<file path="src/rtl/prog_loader_pkg.sv">
// Shared types and the default program image for the program RAM loader.
package prog_loader_pkg;

  typedef enum logic [1:0] {
    IDLE = 2'd0,
    LOAD = 2'd1,
    DONE = 2'd2
  } state_t;

  localparam int DEF_PROG_LEN = 7;

  function automatic logic [7:0] def_image(input int idx);
    case (idx)
      0:       return 8'h80;
      1:       return 8'h3E;
      2:       return 8'h80;
      3:       return 8'h3F;
      4:       return 8'h1E;
      5:       return 8'h7F;
      6:       return 8'hFF;
      default: return 8'h00;
    endcase
  endfunction

endpackage

</file>
<file path="src/rtl/prog_loader_image_rom.sv">
// Combinational program image lookup; replace this module to load a different program.
module prog_image_rom
  import prog_loader_pkg::*;
#(
  parameter int DATA_W   = 8,
  parameter int PROG_LEN = 7,
  parameter int ADDR_W   = 5
) (
  input  logic [ADDR_W:0]   index,
  output logic [DATA_W-1:0] word
);

  localparam logic [ADDR_W+1:0] LEN = (ADDR_W + 2)'(PROG_LEN);

  always_comb begin
    word = '0;
    if ({1'b0, index} < LEN) word = DATA_W'(def_image(int'(index)));
  end

endmodule

</file>
<file path="src/rtl/prog_loader.sv">
// Streams the program image into RAM over a valid/ready write port from BASE_ADDR,
// with restart, abort, sticky Done and a count of accepted words.
module prog_loader
  import prog_loader_pkg::*;
#(
  parameter int ADDR_W    = 5,
  parameter int DATA_W    = 8,
  parameter int PROG_LEN  = DEF_PROG_LEN,
  parameter int BASE_ADDR = 0
) (
  input  logic              Clock,
  input  logic              Reset,
  input  logic              Start,
  input  logic              Abort,
  input  logic              WrReady,
  output logic              WrEn,
  output logic [ADDR_W-1:0] Address,
  output logic [DATA_W-1:0] D,
  output logic              Busy,
  output logic              Done,
  output logic [ADDR_W:0]   Count
);

  localparam int IDX_W = ADDR_W + 1;
  localparam logic [IDX_W-1:0]  LAST_IDX = IDX_W'((PROG_LEN == 0) ? 0 : PROG_LEN - 1);
  localparam logic [ADDR_W-1:0] BASE     = ADDR_W'(BASE_ADDR);

  if (PROG_LEN < 0 || PROG_LEN > 2 ** ADDR_W) begin : g_len_check
    $error("prog_loader: PROG_LEN out of range");
  end
  if (BASE_ADDR < 0 || BASE_ADDR + PROG_LEN > 2 ** ADDR_W) begin : g_wrap_check
    $error("prog_loader: image would run past the top of the address space");
  end

  state_t             state;
  logic [IDX_W-1:0]   index;
  logic [IDX_W-1:0]   rom_idx;
  logic [DATA_W-1:0]  rom_word;

  // The ROM always looks one word ahead: image[0] when idle, image[index+1] while loading.
  assign rom_idx = (state == LOAD) ? index + 1'b1 : '0;

  prog_image_rom #(
    .DATA_W  (DATA_W),
    .PROG_LEN(PROG_LEN),
    .ADDR_W  (ADDR_W)
  ) u_rom (
    .index(rom_idx),
    .word (rom_word)
  );

  always_ff @(posedge Clock or negedge Reset) begin
    if (!Reset) begin
      state   <= IDLE;
      WrEn    <= 1'b0;
      Address <= '0;
      D       <= '0;
      Busy    <= 1'b0;
      Done    <= 1'b0;
      Count   <= '0;
      index   <= '0;
    end else if (Abort) begin
      // Count deliberately keeps the number of beats already accepted.
      state <= IDLE;
      WrEn  <= 1'b0;
      Busy  <= 1'b0;
      Done  <= 1'b0;
    end else begin
      case (state)
        IDLE, DONE: begin
          if (Start) begin
            Count <= '0;
            if (PROG_LEN > 0) begin
              state   <= LOAD;
              WrEn    <= 1'b1;
              Busy    <= 1'b1;
              Done    <= 1'b0;
              Address <= BASE;
              D       <= rom_word;
              index   <= '0;
            end else begin
              state <= DONE;
              Done  <= 1'b1;
            end
          end
        end
        LOAD: begin
          if (WrReady) begin
            Count <= Count + 1'b1;
            if (index == LAST_IDX) begin
              state <= DONE;
              WrEn  <= 1'b0;
              Busy  <= 1'b0;
              Done  <= 1'b1;
            end else begin
              index   <= index + 1'b1;
              Address <= Address + 1'b1;
              D       <= rom_word;
            end
          end
        end
        default: state <= IDLE;
      endcase
    end
  end

endmodule

</file>
<file path="config.mk">
export PLATFORM = sky130hd
export DESIGN_NAME = prog_loader
export DESIGN_NICKNAME = d
export VERILOG_FILES = /design/src/rtl/prog_loader_pkg.sv /design/src/rtl/prog_loader_image_rom.sv /design/src/rtl/prog_loader.sv
export SDC_FILE = /design/constraint.sdc
export NUM_CORES = 1
export LEC_CHECK = 0
export BUFFER_PORTS_ARGS = -buffer_cell sky130_fd_sc_hd__buf_4
export CAP_MARGIN = 20
export CORE_MARGIN = 2
export CORE_UTILIZATION = 49
export CTS_CLUSTER_DIAMETER = 200
export DETAILED_ROUTE_END_ITERATION = 8
export GPL_ROUTABILITY_DRIVEN = 0
export GPL_TIMING_DRIVEN = 0
export PLACE_DENSITY = 0.75
export SLEW_MARGIN = 20
export SYNTH_ARGS = -nofsm -noshare
export SYNTH_HDL_FRONTEND = slang
export SYNTH_SLANG_ARGS = --single-unit
</file>
<file path="constraint.sdc">
create_clock -name Clock -period 1.8 [get_ports Clock]
set_input_delay 0.36 -clock Clock [delete_from_list [all_inputs] [get_ports Clock]]
set_output_delay 0.36 -clock Clock [all_outputs]
set_load 0.01 [all_outputs]
</file>
==> summary.log, run 1 <==
INFO  timing         max_slew.worst_pin.slew=0.783ns
INFO  timing         portion_of_the_clock_cycle_consumed_by_the_worst_path_in_the_final_layout=1.07
INFO  synthesis      synth.top_cells.by_area=sky130_fd_sc_hd__dfrtp_1, sky130_fd_sc_hd__o21ai_0, sky130_fd_sc_hd__nand2_1
INFO  synthesis      synth.net_count=160
INFO  min_path       min_delay_worst_endpoint=Busy
INFO  synthesis      syn-instance-count=151
INFO  critical_path  critical_path_arrival=2.16ns
INFO  clock_tree     cts_made_buffers=3
INFO  floorplan      die_h=58.0µm
INFO  min_path       worst_hold_path.num_cells=2
INFO  critical_path  worst_r2r_endpoint=D[4]
INFO  route          vias_per_cell=5.79
INFO  critical_path  reg2reg_from=index[0]
INFO  clock_tree     clock_transition_time_at_the_flip_flop_clock_pins_of_the_worst_setup_and_hold_paths=0.14ns
INFO  critical_path  critical_path.startpoint_type=flip-flop
INFO  cells_and_area stdcell_count=226
INFO  cells_and_area area.growth.synth_to_final=44.6%
INFO  clock_tree     cts_root_buf=sky130_fd_sc_hd__clkbuf_4
INFO  timing         rsz0062_at_grt=yes
INFO  min_path       hold_path.startpoint=Abort
INFO  floorplan      pin_count=27
INFO  synthesis      synth.largest_area_cell=sky130_fd_sc_hd__dfrtp_1
INFO  synthesis      synthDistinctLibCells=36
INFO  synthesis      post_synth_instance_area=1430µm²
INFO  cells_and_area layout.core_utilization=0.748
INFO  place          place.port_buffers=26
INFO  place          postPlaceCellArea=1670µm²
INFO  route          route.top_layer_used=met4
INFO  timing         timing.final.setup_violations=10
INFO  place          detailed_place_hpwl=2.16mm
INFO  clock_tree     clk_path_buf_depth=2
INFO  cells_and_area num_antenna_cells=0
INFO  floorplan      die_x=58.0µm
INFO  pwr            power_density=775nW/µm²
INFO  route          met3RoutedLength=169µm
INFO  route          ant_nets=0
INFO  critical_path  worst-path-max-fanout=4
INFO  global_routing grt_usage=0.219
INFO  global_routing grt_max_degree=27
INFO  timing         slew_headroom=0.476
INFO  clock_tree     numClockSinks=26
INFO  timing         slew_viol_final=0
INFO  route          postRouteWirelength=3.79mm
INFO  timing         hold_violations=0
INFO  synthesis      postSynthRegisterBits=26
INFO  critical_path  r2r_slack=-0.12ns
INFO  route          post_drt_wl_per_cell=16.8µm
INFO  global_routing grt_antenna_before_repair=0
INFO  pwr            power_leakage=0.955nW
INFO  synthesis      synth_sequential_area_ratio=0.456
INFO  cells_and_area drive_above_1_share=0.431
INFO  global_routing first_global_vias=1210
INFO  floorplan      initial_standard_cell_utilization_of_the_core=0.517
INFO  cells_and_area final_non_filler_cell_area=2060µm²
INFO  synthesis      avgSynthCellArea=9.45µm²
INFO  clock_tree     ctsHtreeMaxLevel=1
INFO  timing         clock_skew=0.00623ns
INFO  critical_path  required=2.04ns
INFO  cells_and_area final_net_count=205
INFO  floorplan      core.rowCount=19
INFO  floorplan      fp.dieArea=3360µm²
INFO  timing         holdWs=0.246ns
INFO  synthesis      synthDominantCellAreaShare=0.456
INFO  route          dr.pass1.iters=4
INFO  place          place_inst=208
INFO  floorplan      floorplan.core_area=2760µm²
INFO  outcome        outcome=finished, violations left
INFO  timing         final_critical_path_setup_slack=-0.122ns
INFO  critical_path  endpoint_kind=flip-flop
INFO  min_path       min-delay-path-class=input pin to flip-flop
INFO  route          wl_met2=2.09mm
INFO  pwr            max_rail_drop_vdd=732µV
INFO  route          vias=1309
INFO  route          drt_drc_violations_left=0
INFO  outcome        violations=setup timing
INFO  synthesis      synth.yosys.warnings=0
INFO  clock_tree     clock_tree_from_tritoncts=yes
INFO  route          drt-initial-drc-count=37
INFO  timing         fmax=520MHz
INFO  critical_path  r2r_cells=7
INFO  global_routing grt_overflow=0
INFO  timing         final.min_clock_period=1.92ns
INFO  run            cap_viol_max_count=0
INFO  route          wl_met1=1.51mm
INFO  clock_tree     clock_insertion_delay_worst_skew=0.32ns
INFO  critical_path  critical_path_class=flip-flop to flip-flop
INFO  place          post-place-ws=-0.297ns
INFO  global_routing grt_pass1_wl=5.73mm
[registers in the layout, indices dropped and copies added, names as in the netlist]
name and cells:
Address 5, D 5, Busy 1, Count 6, index 6, Done 1
state 2
[per-layer routing]
| metal | up-vias | track usage |
|---|---|---|
| met2 | 40 | 0.401 |
| met3 | 6 | 0.0246 |
| met4 | 0 | 0.0399 |
| met1 | 640 | 0.282 |
| li1 | 623 | - |
| met5 | - | 0 |
[logic make-up (layout without fill, tap and decap cells)]
logic type,Yosys count,count (layout),synth area share
simple gates,63,63,0.227
fa+ha+maj,4,4,0.0351
flops,26,26,0.456
compound gates,35,35,0.168
xor+xnor,9,9,0.0553
buf+inv,14,58,0.0579
[layout make-up]
| type | instances | area (µm²) |
|---|---|---|
| multi-input combinational | 111 | 892 |
| fill | 187 | 694 |
| sequential | 26 | 653 |
| timing repair buffer | 43 | 370 |
| buffer | 9 | 65.1 |
| tap | 31 | 38.8 |
| clock buffer | 4 | 36.3 |
| inverter | 2 | 7.51 |
[repair_timing]
action	CTS	global route
endpoints found under the hold margin	26	0
hold buffers	1	0
cloned	1	0
setup endpoints to repair	15	20
gates resized for setup	22	35
setup buffers	10	5
pin swaps	11	8
[power by group]
part           switching, mW  internal, mW
registers             0.0590         0.640
clock network          0.177         0.124
logic                  0.307         0.294
total                  0.542          1.06
[stage by stage]
| stage | total power, mW | TNS (ns) |
|---|---|---|
| floorplan | 0.955 | -0.199 |
| global placement | 1.11 | -2.93 |
| detailed placement | 1.12 | -3.57 |
| CTS | 1.49 | -1.10 |
| global route | 1.68 | -1.53 |
| finish | 1.60 | -0.452 |
[worst max path at each step]
stage / depth (start not counted) / endpoint / startpoint / slack, ns
after floorplan: 7 / Address[4] / state[0] / -0.07
after global placement: 7 / Address[4] / Abort / -0.25
after detailed placement: 7 / Address[4] / index[0] / -0.30
after CTS: 7 / Address[4] / state[0] / -0.15
after global routing: 7 / D[7] / index[0] / -0.20
final: 7 / D[4] / index[0] / -0.12
[cells in the mapped netlist]
| master | count |
|---|---|
| sky130_fd_sc_hd__a221oi_1 | 2 |
| sky130_fd_sc_hd__xnor2_1 | 3 |
| sky130_fd_sc_hd__buf_4 | 4 |
| sky130_fd_sc_hd__nor2_1 | 14 |
| sky130_fd_sc_hd__nand4_1 | 2 |
| sky130_fd_sc_hd__nand3_1 | 12 |
| sky130_fd_sc_hd__a211oi_1 | 1 |
| sky130_fd_sc_hd__o41ai_1 | 1 |
| sky130_fd_sc_hd__a211o_1 | 1 |
| sky130_fd_sc_hd__a21oi_1 | 6 |
| sky130_fd_sc_hd__and3b_1 | 1 |
| sky130_fd_sc_hd__dfrtp_1 | 26 |
| sky130_fd_sc_hd__nor3b_2 | 1 |
| sky130_fd_sc_hd__o21ai_0 | 14 |
| sky130_fd_sc_hd__nor3b_1 | 1 |
| sky130_fd_sc_hd__buf_6 | 2 |
| sky130_fd_sc_hd__and3_1 | 4 |
| sky130_fd_sc_hd__o211ai_1 | 1 |
| sky130_fd_sc_hd__clkbuf_1 | 6 |
| sky130_fd_sc_hd__nor2_4 | 1 |
| sky130_fd_sc_hd__ha_1 | 4 |
| sky130_fd_sc_hd__or2_2 | 1 |
| sky130_fd_sc_hd__or3b_1 | 1 |
| sky130_fd_sc_hd__or3_1 | 1 |
| sky130_fd_sc_hd__xor2_1 | 6 |
| sky130_fd_sc_hd__nor3_1 | 2 |
| sky130_fd_sc_hd__a31oi_1 | 1 |
| sky130_fd_sc_hd__inv_1 | 2 |
| sky130_fd_sc_hd__nand2_1 | 17 |
| sky130_fd_sc_hd__nand2b_1 | 3 |
| sky130_fd_sc_hd__nand4bb_1 | 1 |
| sky130_fd_sc_hd__o22a_1 | 2 |
| sky130_fd_sc_hd__o311ai_0 | 1 |
| sky130_fd_sc_hd__nand4b_1 | 1 |
| sky130_fd_sc_hd__a32oi_4 | 1 |
| sky130_fd_sc_hd__o31ai_1 | 4 |
[critical path, cell delays in order, from the launching register on]
cell and delay (ns):
sky130_fd_sc_hd__dfrtp_1 0.41, sky130_fd_sc_hd__buf_4 0.14, sky130_fd_sc_hd__ha_4 0.17, sky130_fd_sc_hd__and3_4 0.19, sky130_fd_sc_hd__or2_4 0.24, sky130_fd_sc_hd__a221oi_4 0.35, sky130_fd_sc_hd__nand2_1 0.11, sky130_fd_sc_hd__o311ai_2 0.22
[cells in the final DEF, fill, tap and decap left out, drive strengths merged]
cell type / instances
clkbuf: 7
o211ai: 1
dfrtp: 26
and3b: 1
nand2: 17
or3: 1
o22a: 2
a21oi: 6
nand2b: 3
xor2: 6
nor2: 15
buf: 48
nand4bb: 1
a221oi: 2
dlygate4sd3: 1
a211o: 1
a211oi: 1
nand4b: 1
nor3b: 2
o311ai: 1
nand3: 12
o41ai: 1
o31ai: 4
nor3: 2
and3: 4
or2: 1
o21ai: 14
xnor2: 3
nand4: 2
a32oi: 1
a31oi: 1
ha: 4
inv: 2
or3b: 1
(Power assumes the default switching activity.)
==> inputs of run 2 (changes only) <==
==> constraint.sdc (replaced) <==
create_clock -name Clock -period 1.8 [get_ports Clock]
set_input_delay 0.36 -clock Clock [delete_from_list [all_inputs] [get_ports Clock]]
set_output_delay 0.36 -clock Clock [all_outputs]
set_load 0.1 [all_outputs]
==> run 2 against run 1 <==
- count of clock-buffer cells in the layout unchanged
- via count increased by 0.61%
- total power increased by 23%
- clock power increased by 3%
- the run still ends with setup timing left
- worst hold slack got worse by 0.011 ns
- sequential power increased by 0.7%
- highest routed layer unchanged
- global-route usage decreased by 0.76 points
- maximum frequency increased by 2.9%
- largest power group is now combinational logic
- register-to-register slack improved by 0.05 ns
- non-clock buffer count decreased by 2
- routed wire length decreased by 3.8%
==> summary.log, run 2 (synthesis results as in run 1) <==
INFO  run            cap_viol_max_count=0 [unchanged]
INFO  pwr            power_density=998nW/µm² [was 775 nW/µm²]
INFO  timing         timing.final.setup_violations=2 [was 10]
INFO  route          drt-initial-drc-count=56 [was 37]
INFO  pwr            power.sequential.fraction=0.359 [was 0.437]
INFO  critical_path  critical_path.startpoint_type=flip-flop [unchanged]
INFO  outcome        violations=setup timing [unchanged]
INFO  floorplan      initial_standard_cell_utilization_of_the_core=0.517 [unchanged]
INFO  outcome        outcome=finished, violations left [unchanged]
INFO  pwr            share_clk_of_total_power=0.157 [was 0.188]
INFO  place          place_inst=208 [unchanged]
INFO  critical_path  timing.critical_path.cells=buf_4 > and3_1 > o211ai_1 > o41ai_4 > nand3_2 > o311ai_1 [was buf_4 > ha_4 > and3_4 > or2_4 > a221oi_4 > nand2_1 > o311ai_2]
INFO  cells_and_area final_common_cell=sky130_fd_sc_hd__buf_4 [unchanged]
INFO  pwr            max_rail_drop_vdd=842µV [was 732 µV]
INFO  pwr            total_switching_power=0.922mW [was 0.542 mW]
INFO  critical_path  worst-path-stages=6 [was 7]
INFO  critical_path  r2r_slack=-0.07ns [was -0.12 ns]
INFO  pwr            total_power=1.96mW [was 1.60 mW]
INFO  clock_tree     clock_tree_from_tritoncts=yes [unchanged]
INFO  critical_path  crit_slowest_cell=sky130_fd_sc_hd__dfrtp_1 [unchanged]
INFO  floorplan      core.rowCount=19 [unchanged]
INFO  route          ant_nets=0 [unchanged]
INFO  timing         rsz0062_at_grt=yes [unchanged]
INFO  floorplan      die_x=58.0µm [unchanged]
INFO  place          place.port_buffers=26 [unchanged]
INFO  timing         final_critical_path_setup_slack=-0.0679ns [was -0.122 ns]
INFO  clock_tree     ctsHtreeMaxLevel=1 [unchanged]
INFO  cells_and_area num_antenna_cells=0 [unchanged]
INFO  floorplan      die_h=58.0µm [unchanged]
INFO  cells_and_area stdcell_count=224 [was 226]
INFO  clock_tree     clk_path_buf_depth=2 [unchanged]
INFO  clock_tree     clock_insertion_delay_worst_skew=0.32ns [about the same]
INFO  floorplan      floorplan.core_area=2760µm² [unchanged]
INFO  critical_path  setup.worst_path.end=D[4] [unchanged]
INFO  critical_path  worst_r2r_endpoint=D[4] [unchanged]
INFO  timing         fmax=535MHz [was 520 MHz]
INFO  critical_path  setup.worst_path.start=index[1] [was index[0]]
INFO  route          post_drt_wl_per_cell=16.3µm [was 16.8 µm]
INFO  cells_and_area reg_top3=Count: 6 flops, index: 6 flops [unchanged]
INFO  critical_path  highest_cell_delay_on_the_worst_timing_path=0.44ns [was 0.41 ns]
INFO  critical_path  r2r_cells=6 [was 7]
INFO  pwr            power_leakage=0.907nW [was 0.955 nW]
INFO  clock_tree     numClockSinks=26 [unchanged]
INFO  pwr            power.switching_fraction=0.470 [was 0.339]
INFO  critical_path  reg2reg_from=index[1] [was index[0]]
INFO  cells_and_area area.growth.synth_to_final=38.0% [was 44.6%]
INFO  critical_path  required=2.04ns [about the same]
INFO  timing         max_slew.worst_pin.slew=0.799ns [was 0.783 ns]
INFO  pwr            power.combinational.fraction=0.484 [was 0.376]
INFO  pwr            p_int=1.04mW [was 1.06 mW]
INFO  cells_and_area final_net_count=203 [was 205]
INFO  route          wl_met1=1.56mm [was 1.51 mm]
INFO  route          postRouteWirelength=3.65mm [was 3.79 mm]
INFO  route          drt_drc_violations_left=0 [unchanged]
INFO  timing         slew_headroom=0.465 [was 0.476]
INFO  floorplan      fp.dieArea=3360µm² [unchanged]
INFO  timing         portion_of_the_clock_cycle_consumed_by_the_worst_path_in_the_final_layout=1.04 [was 1.07]
INFO  critical_path  critical_path_class=flip-flop to flip-flop [unchanged]
INFO  global_routing grt_max_degree=27 [unchanged]
INFO  timing         clock_skew=0.00663ns [was 0.00623 ns]
INFO  route          met3RoutedLength=165µm [was 169 µm]
INFO  route          vias_per_cell=5.88 [was 5.79]
INFO  cells_and_area drive_above_1_share=0.399 [was 0.431]
INFO  critical_path  endpoint_kind=flip-flop [unchanged]
INFO  cells_and_area final_cell_mix=sky130_fd_sc_hd__buf_4, sky130_fd_sc_hd__dfrtp_1, sky130_fd_sc_hd__nand2_1, sky130_fd_sc_hd__nor2_1, sky130_fd_sc_hd__nand3_1 [was sky130_fd_sc_hd__buf_4, sky130_fd_sc_hd__dfrtp_1, sky130_fd_sc_hd__nor2_1, sky130_fd_sc_hd__nand2_1, sky130_fd_sc_hd__nand3_1]
INFO  route          wl_met2=1.84mm [was 2.09 mm]
INFO  route          route.top_layer_used=met4 [unchanged]
INFO  critical_path  path_delay_family=compound AO/OA/AOI/OAI gates [unchanged]
INFO  global_routing grt_overflow=0 [unchanged]
INFO  min_path       min-delay-path-class=input pin to flip-flop [unchanged]
INFO  global_routing grt_pass1_wl=5.53mm [was 5.73 mm]
INFO  place          detailed_place_hpwl=2.15mm [was 2.16 mm]
INFO  critical_path  cp.buffers_inverters=1 [unchanged]
INFO  floorplan      pin_count=27 [unchanged]
INFO  global_routing grt_usage=0.212 [was 0.219]
INFO  clock_tree     cts_root_buf=sky130_fd_sc_hd__clkbuf_4 [unchanged]
INFO  timing         slew_viol_final=0 [unchanged]
INFO  clock_tree     cts_made_buffers=3 [unchanged]
INFO  timing         hold_violations=0 [unchanged]
INFO  global_routing first_global_vias=1183 [was 1210]
INFO  route          vias=1317 [was 1309]
INFO  critical_path  worst-path-max-fanout=6 [was 4]
INFO  route          dr.pass1.iters=4 [unchanged]
INFO  global_routing grt_antenna_before_repair=0 [unchanged]
INFO  cells_and_area layout.core_utilization=0.714 [was 0.748]
INFO  clock_tree     clock_transition_time_at_the_flip_flop_clock_pins_of_the_worst_setup_and_hold_paths=0.15ns [was 0.14 ns]
INFO  critical_path  critical_path_arrival=2.11ns [was 2.16 ns]
INFO  timing         final.min_clock_period=1.87ns [was 1.92 ns]
run 2: repair_timing:
action / CTS / global route
pin swaps: 13 / 11
setup endpoints to repair: 15 / 17
gates cloned: 1 / 0
setup buffers: 11 / 5
hold buffers: 1 / 0
resized for setup: 18 / 26
hold endpoints to repair: 26 / 0
run 2: per-layer routing:
layer  GRT usage  vias to the layer above
met5           0                        -
met4      0.0532                        0
met3      0.0268                        8
met2       0.347                       45
met1       0.299                      645
li1            -                      619
run 2: cell type report:
cell class                 count  area (µm²)
timing repair buffer          42         333
sequential                    26         656
buffer                         8        62.6
inverter                       2        7.51
tap                           31        38.8
multi-input combinational    111         835
fill                         200         790
clock buffer                   4        36.3
run 2: power by group through the flow:
| stage | Combinational, mW | Sequential (mW) | Clock, mW |
|---|---|---|---|
| floorplan | 0.339 | 1.01 | 0 |
| global placement | 0.813 | 0.702 | 0 |
| detailed placement | 0.825 | 0.706 | 0 |
| CTS | 0.903 | 0.692 | 0.314 |
| global route | 0.992 | 0.714 | 0.332 |
| finish | 0.950 | 0.704 | 0.309 |
run 2: worst min path at each step:
stage               start         end  slack, ns  cells past startpoint
global route        Abort    state[1]       0.22                      2
CTS                 Abort        Done       0.22                      2
global placement    Reset    index[5]       0.29                      1
finish              Abort    state[1]       0.23                      2
detailed placement  Reset        D[4]       0.30                      1
floorplan           Reset  Address[0]       0.06                      0
run 2: per-stage QoR:
stage	cell area, µm²	setup slack, ns	hold WS [ns]	setup TNS, ns
after global routing	1970	-0.131	0.221	-0.750
after global placement	1670	-0.257	0.286	-3.01
final	1970	-0.0679	0.235	-0.0738
after floorplan	1440	-0.0693	0.0644	-0.270
after CTS	1870	-0.160	0.224	-1.25
after detailed placement	1670	-0.289	0.295	-3.51
